--- src/rtl/fpadd_pkg.sv ---
// Shared types and constants for the float-adder arbiter and its bench.
package fpadd_pkg;

    localparam int FP_W = 32;

    // Which requester an in-flight adder operation belongs to
    typedef enum logic {
        OWN_A = 1'b0,
        OWN_B = 1'b1
    } owner_e;

    // One stage of the owner-tracking pipeline
    typedef struct packed {
        logic   valid;
        owner_e owner;
    } tag_t;

    localparam logic [FP_W-1:0] FP_ONE  = 32'h3F80_0000;
    localparam logic [FP_W-1:0] FP_ZERO = 32'h0000_0000;

    function automatic tag_t mk_tag(input logic vld, input owner_e own);
        tag_t t;
        t.valid = vld;
        t.owner = own;
        return t;
    endfunction

endpackage

--- src/rtl/fpadd_res_fifo.sv ---
// Per-requester result FIFO: push from adder writeback, pop on consumer ack.
// A pop while empty is ignored; data pushed into an empty FIFO shows up on
// o_head the following cycle. Callers guarantee no push while full.
module fpadd_res_fifo #(
    parameter int DEPTH = 4,
    parameter int WIDTH = 32
) (
    input  logic                   clk,
    input  logic                   rst,
    input  logic                   i_push,
    input  logic [WIDTH-1:0]       i_data,
    input  logic                   i_pop,
    output logic [WIDTH-1:0]       o_head,
    output logic [$clog2(DEPTH):0] o_count
);

    localparam int AW = $clog2(DEPTH);

    logic [WIDTH-1:0] r_mem [DEPTH];
    logic [AW-1:0]    r_wptr;
    logic [AW-1:0]    r_rptr;
    logic [AW:0]      r_count;
    logic             w_pop;

    assign w_pop   = i_pop && (r_count != '0);
    assign o_head  = r_mem[r_rptr];
    assign o_count = r_count;

    // Storage array; data only, no reset needed
    always_ff @(posedge clk) begin
        if (i_push) begin
            r_mem[r_wptr] <= i_data;
        end
    end

    // Pointers wrap naturally since DEPTH is a power of two
    always_ff @(posedge clk or posedge rst) begin
        if (rst) begin
            r_wptr  <= '0;
            r_rptr  <= '0;
            r_count <= '0;
        end else begin
            if (i_push) begin
                r_wptr <= r_wptr + 1'b1;
            end
            if (w_pop) begin
                r_rptr <= r_rptr + 1'b1;
            end
            case ({i_push, w_pop})
                2'b10:   r_count <= r_count + 1'b1;
                2'b01:   r_count <= r_count - 1'b1;
                default: r_count <= r_count;
            endcase
        end
    end

endmodule

--- src/rtl/fpadd_arbiter.sv ---
// Two-requester front end for a shared, non-stalling, pipelined FP adder.
// Round-robin arbitration with per-requester credit checks, an owner tag
// pipeline matching the adder latency, and one result FIFO per requester.
// Build option: define FPADD_ARB_FIXED_PRIO_EN to make A win every contention
// (no round-robin pointer is built in that case).
module fpadd_arbiter
    import fpadd_pkg::*;
#(
    parameter int LATENCY   = 3,
    parameter int RES_DEPTH = 4,
    parameter int CIN_VAL   = 1
) (
    input  logic            clk,
    input  logic            rst,
    input  logic            a_valid,
    input  logic [FP_W-1:0] a_x,
    input  logic [FP_W-1:0] a_y,
    output logic            a_ready,
    input  logic            b_valid,
    input  logic [FP_W-1:0] b_x,
    input  logic [FP_W-1:0] b_y,
    output logic            b_ready,
    output logic            a_res_valid,
    output logic [FP_W-1:0] a_res,
    input  logic            a_res_ack,
    output logic            b_res_valid,
    output logic [FP_W-1:0] b_res,
    input  logic            b_res_ack,
    output logic [FP_W-1:0] fa_x,
    output logic [FP_W-1:0] fa_y,
    output logic            fa_cin,
    input  logic [FP_W-1:0] fa_s,
    output logic            busy
);

    localparam int          CW  = $clog2(RES_DEPTH) + 1;
    localparam logic [CW:0] CAP = RES_DEPTH[CW:0];

    logic [1:0]           w_valid;
    logic [1:0]           w_ack;
    logic [1:0]           w_elig;
    logic [1:0]           w_gnt;
    logic [1:0]           w_wb;
    logic [1:0][FP_W-1:0] w_head;
    logic [1:0][CW-1:0]   w_cnt;
    tag_t [LATENCY-1:0]   r_tag;
    tag_t                 w_tag_fin;
    logic                 w_pick_b;
    logic                 w_any_tag;
    logic [FP_W-1:0]      r_fa_x;
    logic [FP_W-1:0]      r_fa_y;

    assign w_valid   = {b_valid, a_valid};
    assign w_ack     = {b_res_ack, a_res_ack};
    assign w_tag_fin = r_tag[LATENCY-1];

    // Per-requester credit tracking and result storage
    generate
        for (genvar g = 0; g < 2; g++) begin : g_lane
            localparam owner_e LANE = (g == 0) ? OWN_A : OWN_B;

            logic [CW-1:0] r_out;

            // Credits cover both in-flight ops and buffered results, so a
            // writeback always finds room even though the adder never stalls.
            assign w_elig[g] = w_valid[g] &&
                               (({1'b0, r_out} + {1'b0, w_cnt[g]}) < CAP);
            assign w_wb[g]   = w_tag_fin.valid && (w_tag_fin.owner == LANE);

            // Outstanding count: +1 on grant, -1 on writeback, both cancel
            always_ff @(posedge clk or posedge rst) begin
                if (rst) begin
                    r_out <= '0;
                end else begin
                    case ({w_gnt[g], w_wb[g]})
                        2'b10:   r_out <= r_out + 1'b1;
                        2'b01:   r_out <= r_out - 1'b1;
                        default: r_out <= r_out;
                    endcase
                end
            end

            fpadd_res_fifo #(
                .DEPTH (RES_DEPTH),
                .WIDTH (FP_W)
            ) u_fifo (
                .clk     (clk),
                .rst     (rst),
                .i_push  (w_wb[g]),
                .i_data  (fa_s),
                .i_pop   (w_ack[g]),
                .o_head  (w_head[g]),
                .o_count (w_cnt[g])
            );

            // Writeback into a full FIFO would silently drop a result
            a_no_overflow: assert property (@(posedge clk) disable iff (rst)
                !(w_wb[g] && (w_cnt[g] == CAP[CW-1:0])));
        end
    endgenerate

`ifdef FPADD_ARB_FIXED_PRIO_EN
    assign w_pick_b = 1'b0;
`else
    logic r_rr;

    // Round-robin pointer: 0 favours A, flips only when both were eligible
    always_ff @(posedge clk or posedge rst) begin
        if (rst) begin
            r_rr <= 1'b0;
        end else if (&w_elig) begin
            r_rr <= ~r_rr;
        end
    end

    assign w_pick_b = r_rr;
`endif

    // Grant selection; ready is held low while reset is asserted
    always_comb begin
        w_gnt = 2'b00;
        if (!rst) begin
            if (&w_elig) begin
                w_gnt = w_pick_b ? 2'b10 : 2'b01;
            end else begin
                w_gnt = w_elig;
            end
        end
    end

    assign a_ready = w_gnt[0];
    assign b_ready = w_gnt[1];

    // Issue register and owner tag pipeline; operands hold when idle
    always_ff @(posedge clk or posedge rst) begin
        if (rst) begin
            r_fa_x <= '0;
            r_fa_y <= '0;
            r_tag  <= '0;
        end else begin
            r_tag[0] <= mk_tag(|w_gnt, w_gnt[1] ? OWN_B : OWN_A);
            for (int i = 1; i < LATENCY; i++) begin
                r_tag[i] <= r_tag[i-1];
            end
            if (|w_gnt) begin
                r_fa_x <= w_gnt[1] ? b_x : a_x;
                r_fa_y <= w_gnt[1] ? b_y : a_y;
            end
        end
    end

    // Any tag stage still carrying an operation
    always_comb begin
        w_any_tag = 1'b0;
        for (int i = 0; i < LATENCY; i++) begin
            w_any_tag = w_any_tag | r_tag[i].valid;
        end
    end

    assign fa_x        = r_fa_x;
    assign fa_y        = r_fa_y;
    assign fa_cin      = (CIN_VAL != 0);
    assign a_res_valid = (w_cnt[0] != '0);
    assign b_res_valid = (w_cnt[1] != '0);
    assign a_res       = w_head[0];
    assign b_res       = w_head[1];
    assign busy        = w_any_tag | (|w_cnt[0]) | (|w_cnt[1]);

    a_one_grant: assert property (@(posedge clk) disable iff (rst) !(&w_gnt));

endmodule

--- config.mk ---
export PLATFORM = sky130hd
export DESIGN_NAME = fpadd_arbiter
export DESIGN_NICKNAME = d
export VERILOG_FILES = /design/src/rtl/fpadd_pkg.sv /design/src/rtl/fpadd_res_fifo.sv /design/src/rtl/fpadd_arbiter.sv
export SDC_FILE = /design/constraint.sdc
export NUM_CORES = 1
export LEC_CHECK = 0
export ABC_AREA = 0
export CORE_MARGIN = 1.5
export CORE_UTILIZATION = 50
export CTS_CLUSTER_DIAMETER = 80
export CTS_CLUSTER_SIZE = 16
export DETAILED_ROUTE_END_ITERATION = 12
export PLACE_DENSITY = 0.77
export SLEW_MARGIN = 10
export SYNTH_ARGS = -nofsm -noshare
export SYNTH_HDL_FRONTEND = slang
export SYNTH_HIERARCHICAL = 1
export SYNTH_SLANG_ARGS = --single-unit
--- constraint.sdc ---
create_clock -name clk -period 3.5 [get_ports clk]
set_input_delay 0.35 -clock clk [delete_from_list [all_inputs] [get_ports clk]]
set_output_delay 0.35 -clock clk [all_outputs]
set_load 0.02 [all_outputs]
==> results.sh <==
export IMPL_skew_ns=0.02715
export IMPL_ioPinCount=300
export IMPL_area_delta_synth_final_pct=26.95
export IMPL_grt_max_degree=78
export IMPL_layout_drive_gt1_share=0.1184
export IMPL_ys_ff_latch=347
export IMPL_core_area_sq_um=27860
export IMPL_clockBufferDepth=3
export IMPL_antenna_found_initial=0
export IMPL_grt_overflow=0
export IMPL_hold_viol_final=0
export IMPL_worst_ep_required_time_ns=3.15
export IMPL_htreeDepth=1
export IMPL_dpl_cell_area_sq_um=17330
export IMPL_hold_class="in2async"
export IMPL_vias=8401
export IMPL_first_global_vias=8677
export IMPL_slew_headroom=0.3162
export IMPL_drt_wirelength_per_cell_um=23.18
export IMPL_p_sw_mw=5.291
export IMPL_crit_fanout=5
export IMPL_async_flop_share=0.2622
export IMPL_finalNonFillerCells=1442
export IMPL_synthDistinctLibCells=36
export IMPL_drc=0
export IMPL_tritoncts="yes"
export IMPL_fmax_mhz=326.4
export IMPL_track_usage=0.2278
export IMPL_netSwitchingFraction=0.3532
export IMPL_critPathSlowestCell="clkdlybuf4s50_1"
export IMPL_utilization=0.6481
export IMPL_via_per_inst=5.826
export IMPL_drv_cap=0
export IMPL_max_stage_delay_ns=0.64
export IMPL_crit_chain="ha_1 > nor4b_4 > nand2_1 > a211o_1 > inv_1 > clkdlybuf4s50_1"
export IMPL_ys_seq_area_frac=0.7007
export IMPL_reg2reg_slack_ns=0.89
export IMPL_insertion_delay_ns=0.54
export IMPL_p_comb_frac=0.432
export IMPL_fin_tns_setup_ns=0
export IMPL_synth_nets=957
export IMPL_final_area_sq_um=18050
export IMPL_std_cell_rows=61
export IMPL_rsz0062_at_grt="false"
export IMPL_clk_pin_slew_ns=0.08
export IMPL_grt_pass1_wl_mm=50.00
export IMPL_synth_enable_flop_cells=256
export IMPL_syn_area_per_cell_sq_um=18.45
export IMPL_numCtsBuffers=25
export IMPL_power_leakage_nw=6.115
export IMPL_cp_top_family="buffers and inverters"
export IMPL_setup_slack_ns=0.4360
export IMPL_synthCells=771
export IMPL_power_density_nw_per_um2=829.6
export IMPL_die_h_um=171.7
export IMPL_drtPass1Iterations=5
export IMPL_nFillCells=1966
export IMPL_critPathKind="reg2out"
export IMPL_worst_setup_path_end_kind="output port"
export IMPL_gp_congestion=0.7686
export IMPL_worst_ep_arrival_time_ns=2.71
export IMPL_n_antenna_cell=0
export IMPL_finalCritPeriodShare=0.8754
export IMPL_slew_violations=0
export IMPL_ctsResizeCount=0
export IMPL_p_int_mw=9.687
export IMPL_nets=1232
export IMPL_total_power_mw=14.98
export IMPL_port_buffers=298
export IMPL_die_width_um=171.7
export IMPL_reg2reg_from="g_lane[1].u_fifo/o_count[2]$_DFFE_PP0P_"
export IMPL_cts_root_buf="clkbuf_16"
export IMPL_synthFlopType="edfxtp_1"
export IMPL_start_util=0.5105
export IMPL_dp_hpwl_mm=21.11
export IMPL_syn_area_sq_um=14220
export IMPL_worst_slew_pin_slew_ns=1.026
export IMPL_place_inst=1396
export IMPL_synth_warnings=6
export IMPL_dieArea_sq_um=29460
export IMPL_cts_setup_buffers=0
export IMPL_setup_violations=0
export IMPL_crit_buf_inv=2
export IMPL_post_route_min_period_ns=3.064
export IMPL_dpl_worst_slack_ns=0.8111
export IMPL_ant_nets=0
export IMPL_vdd_drop_max_v=0.0005277
export IMPL_reg2reg_depth=10
export IMPL_wl_mm=33.43
export IMPL_power_frac_seq=0.389
export IMPL_outcome="finished, final reports clean"
export IMPL_p_clk_frac=0.179
export IMPL_r2r_end="g_lane[1].r_out[2]$_DFFE_PP0P_"
export IMPL_first_iter_violations=681
export IMPL_hold_slack_ns=0.3513
export IMPL_start_kind="flop"
export IMPL_clock_sinks=347
## repair_timing
item	in CTS	in global routing
hold buffers	1	0
setup endpoints to repair	0	0
hold endpoints to repair	14	0
## synth_stat cells, types with 4 or more instances
master,instances,area share
ha_1,16,0.014
a311oi_1,59,0.036
buf_12,6,0.0084
nor2_1,7,0.0018
and2_1,10,0.0044
clkbuf_1,18,0.0048
buf_2,22,0.0077
nand2_1,6,0.0016
a311oi_2,5,0.0053
mux4_1,8,0.015
buf_6,13,0.010
nand3_1,4,0.0014
xor2_1,10,0.0062
inv_1,17,0.0045
dfrtp_1,91,0.16
buf_4,7,0.0037
edfxtp_1,256,0.54
a2bb2oi_1,64,0.039
xnor2_1,9,0.0055
fa_1,4,0.0056
mux4_2,56,0.089
o21ai_0,65,0.023
## worst min-delay path, cell delays in order
cell and delay, ns:
dlygate4sd3_1 0.53, buf_2 0.17, inv_1 0.23
## power by group through the flow
stage / logic, mW / registers (mW) / clock network, mW
floorplan: 3.94 / 6.01 / 0
detailed placement: 6.52 / 5.90 / 0
CTS: 6.53 / 5.84 / 2.76
global placement: 6.43 / 5.90 / 0
finish: 6.48 / 5.82 / 2.68
global route: 6.89 / 5.93 / 2.91
## logic make-up (layout without fill, tap and decap cells)
group | after synthesis | count (layout) | share of synthesized area
flip-flops | 347 | 347 | 0.7007
AO/OA/AOI/OAI | 198 | 198 | 0.1070
buffers and inverters | 83 | 376 | 0.03942
multiplexers | 68 | 68 | 0.1065
AND/OR/NAND/NOR | 35 | 35 | 0.01478
adder cells (fa/ha/maj) | 20 | 20 | 0.01971
XOR/XNOR | 19 | 19 | 0.01170
other | 1 | 1 | 0.0002637
## how the worst max path moves through the flow
stage	cells after the start	endpoint	slack, ns	start
floorplan	8	g_lane[1].r_out[1]$_DFFE_PP0P_	0.36	rst
global placement	9	g_lane[0].r_out[2]$_DFFE_PP0P_	0.86	a_valid
detailed placement	9	g_lane[0].r_out[2]$_DFFE_PP0P_	0.81	a_valid
CTS	3	a_res[15]	0.42	g_lane[0].u_fifo/r_rptr[0]$_DFFE_PP0P_
global route	6	a_ready	0.32	g_lane[0].u_fifo/o_count[2]$_DFFE_PP0P_
finish	6	a_ready	0.44	g_lane[0].u_fifo/o_count[2]$_DFFE_PP0P_
## state kept, by name, summed over array words and instances (netlist names)
signal and cells:
g_lane.u_fifo/r_mem 256, fa_x 32, fa_y 32, g_lane.r_out 6, g_lane.u_fifo/o_count 6, r_tag 6
g_lane.u_fifo/r_rptr 4, g_lane.u_fifo/r_wptr 4, r_rr 1
## layer usage
layer | vias to the layer above | GRT usage | routed length (um)
met1 | 4262 | 0.2898 | 12910
met3 | 53 | 0.05177 | 2664
li1 | 3702 | - | -
met2 | 384 | 0.3869 | 16820
met4 | 0 | 0.07628 | 1030
met5 | - | 0 | 0
## cell usage in the layout (no fill, tap or decap), drive strengths merged
master         instances
clkdlybuf4s50        297
edfxtp               256
dfrtp                 91
o21ai                 66
a2bb2oi               64
a311oi                64
mux4                  64
clkbuf                43
inv                   17
ha                    16
buf                   16
xor2                  10
and2                  10
xnor2                  9
nor2                   7
nand2                  6
fa                     4
nand3                  4
clkinvlp               2
or3                    2
mux2                   2
o31a                   2
mux2i                  2
nor4b                  2
a22oi                  1
and3b                  1
nand3b                 1
a211o                  1
nor3                   1
nor2b                  1
conb                   1
dlygate4sd3            1
## layout make-up
| cell class | count | area (sq um) | share of cell area |
|---|---|---|---|
| flip-flops and latches | 347 | 9970 | 0.5522 |
| clock buffers | 43 | 693.2 | 0.03839 |
| inverters | 17 | 67.56 | 0.003742 |
| well taps | 378 | 473.0 | 0.02620 |
| repair buffers | 314 | 3113 | 0.1724 |
| multi-input cells | 341 | 3721 | 0.2061 |
| clock inverters | 2 | 16.27 | 0.0009010 |
Note: power is estimated with default switching activity, not from simulation.
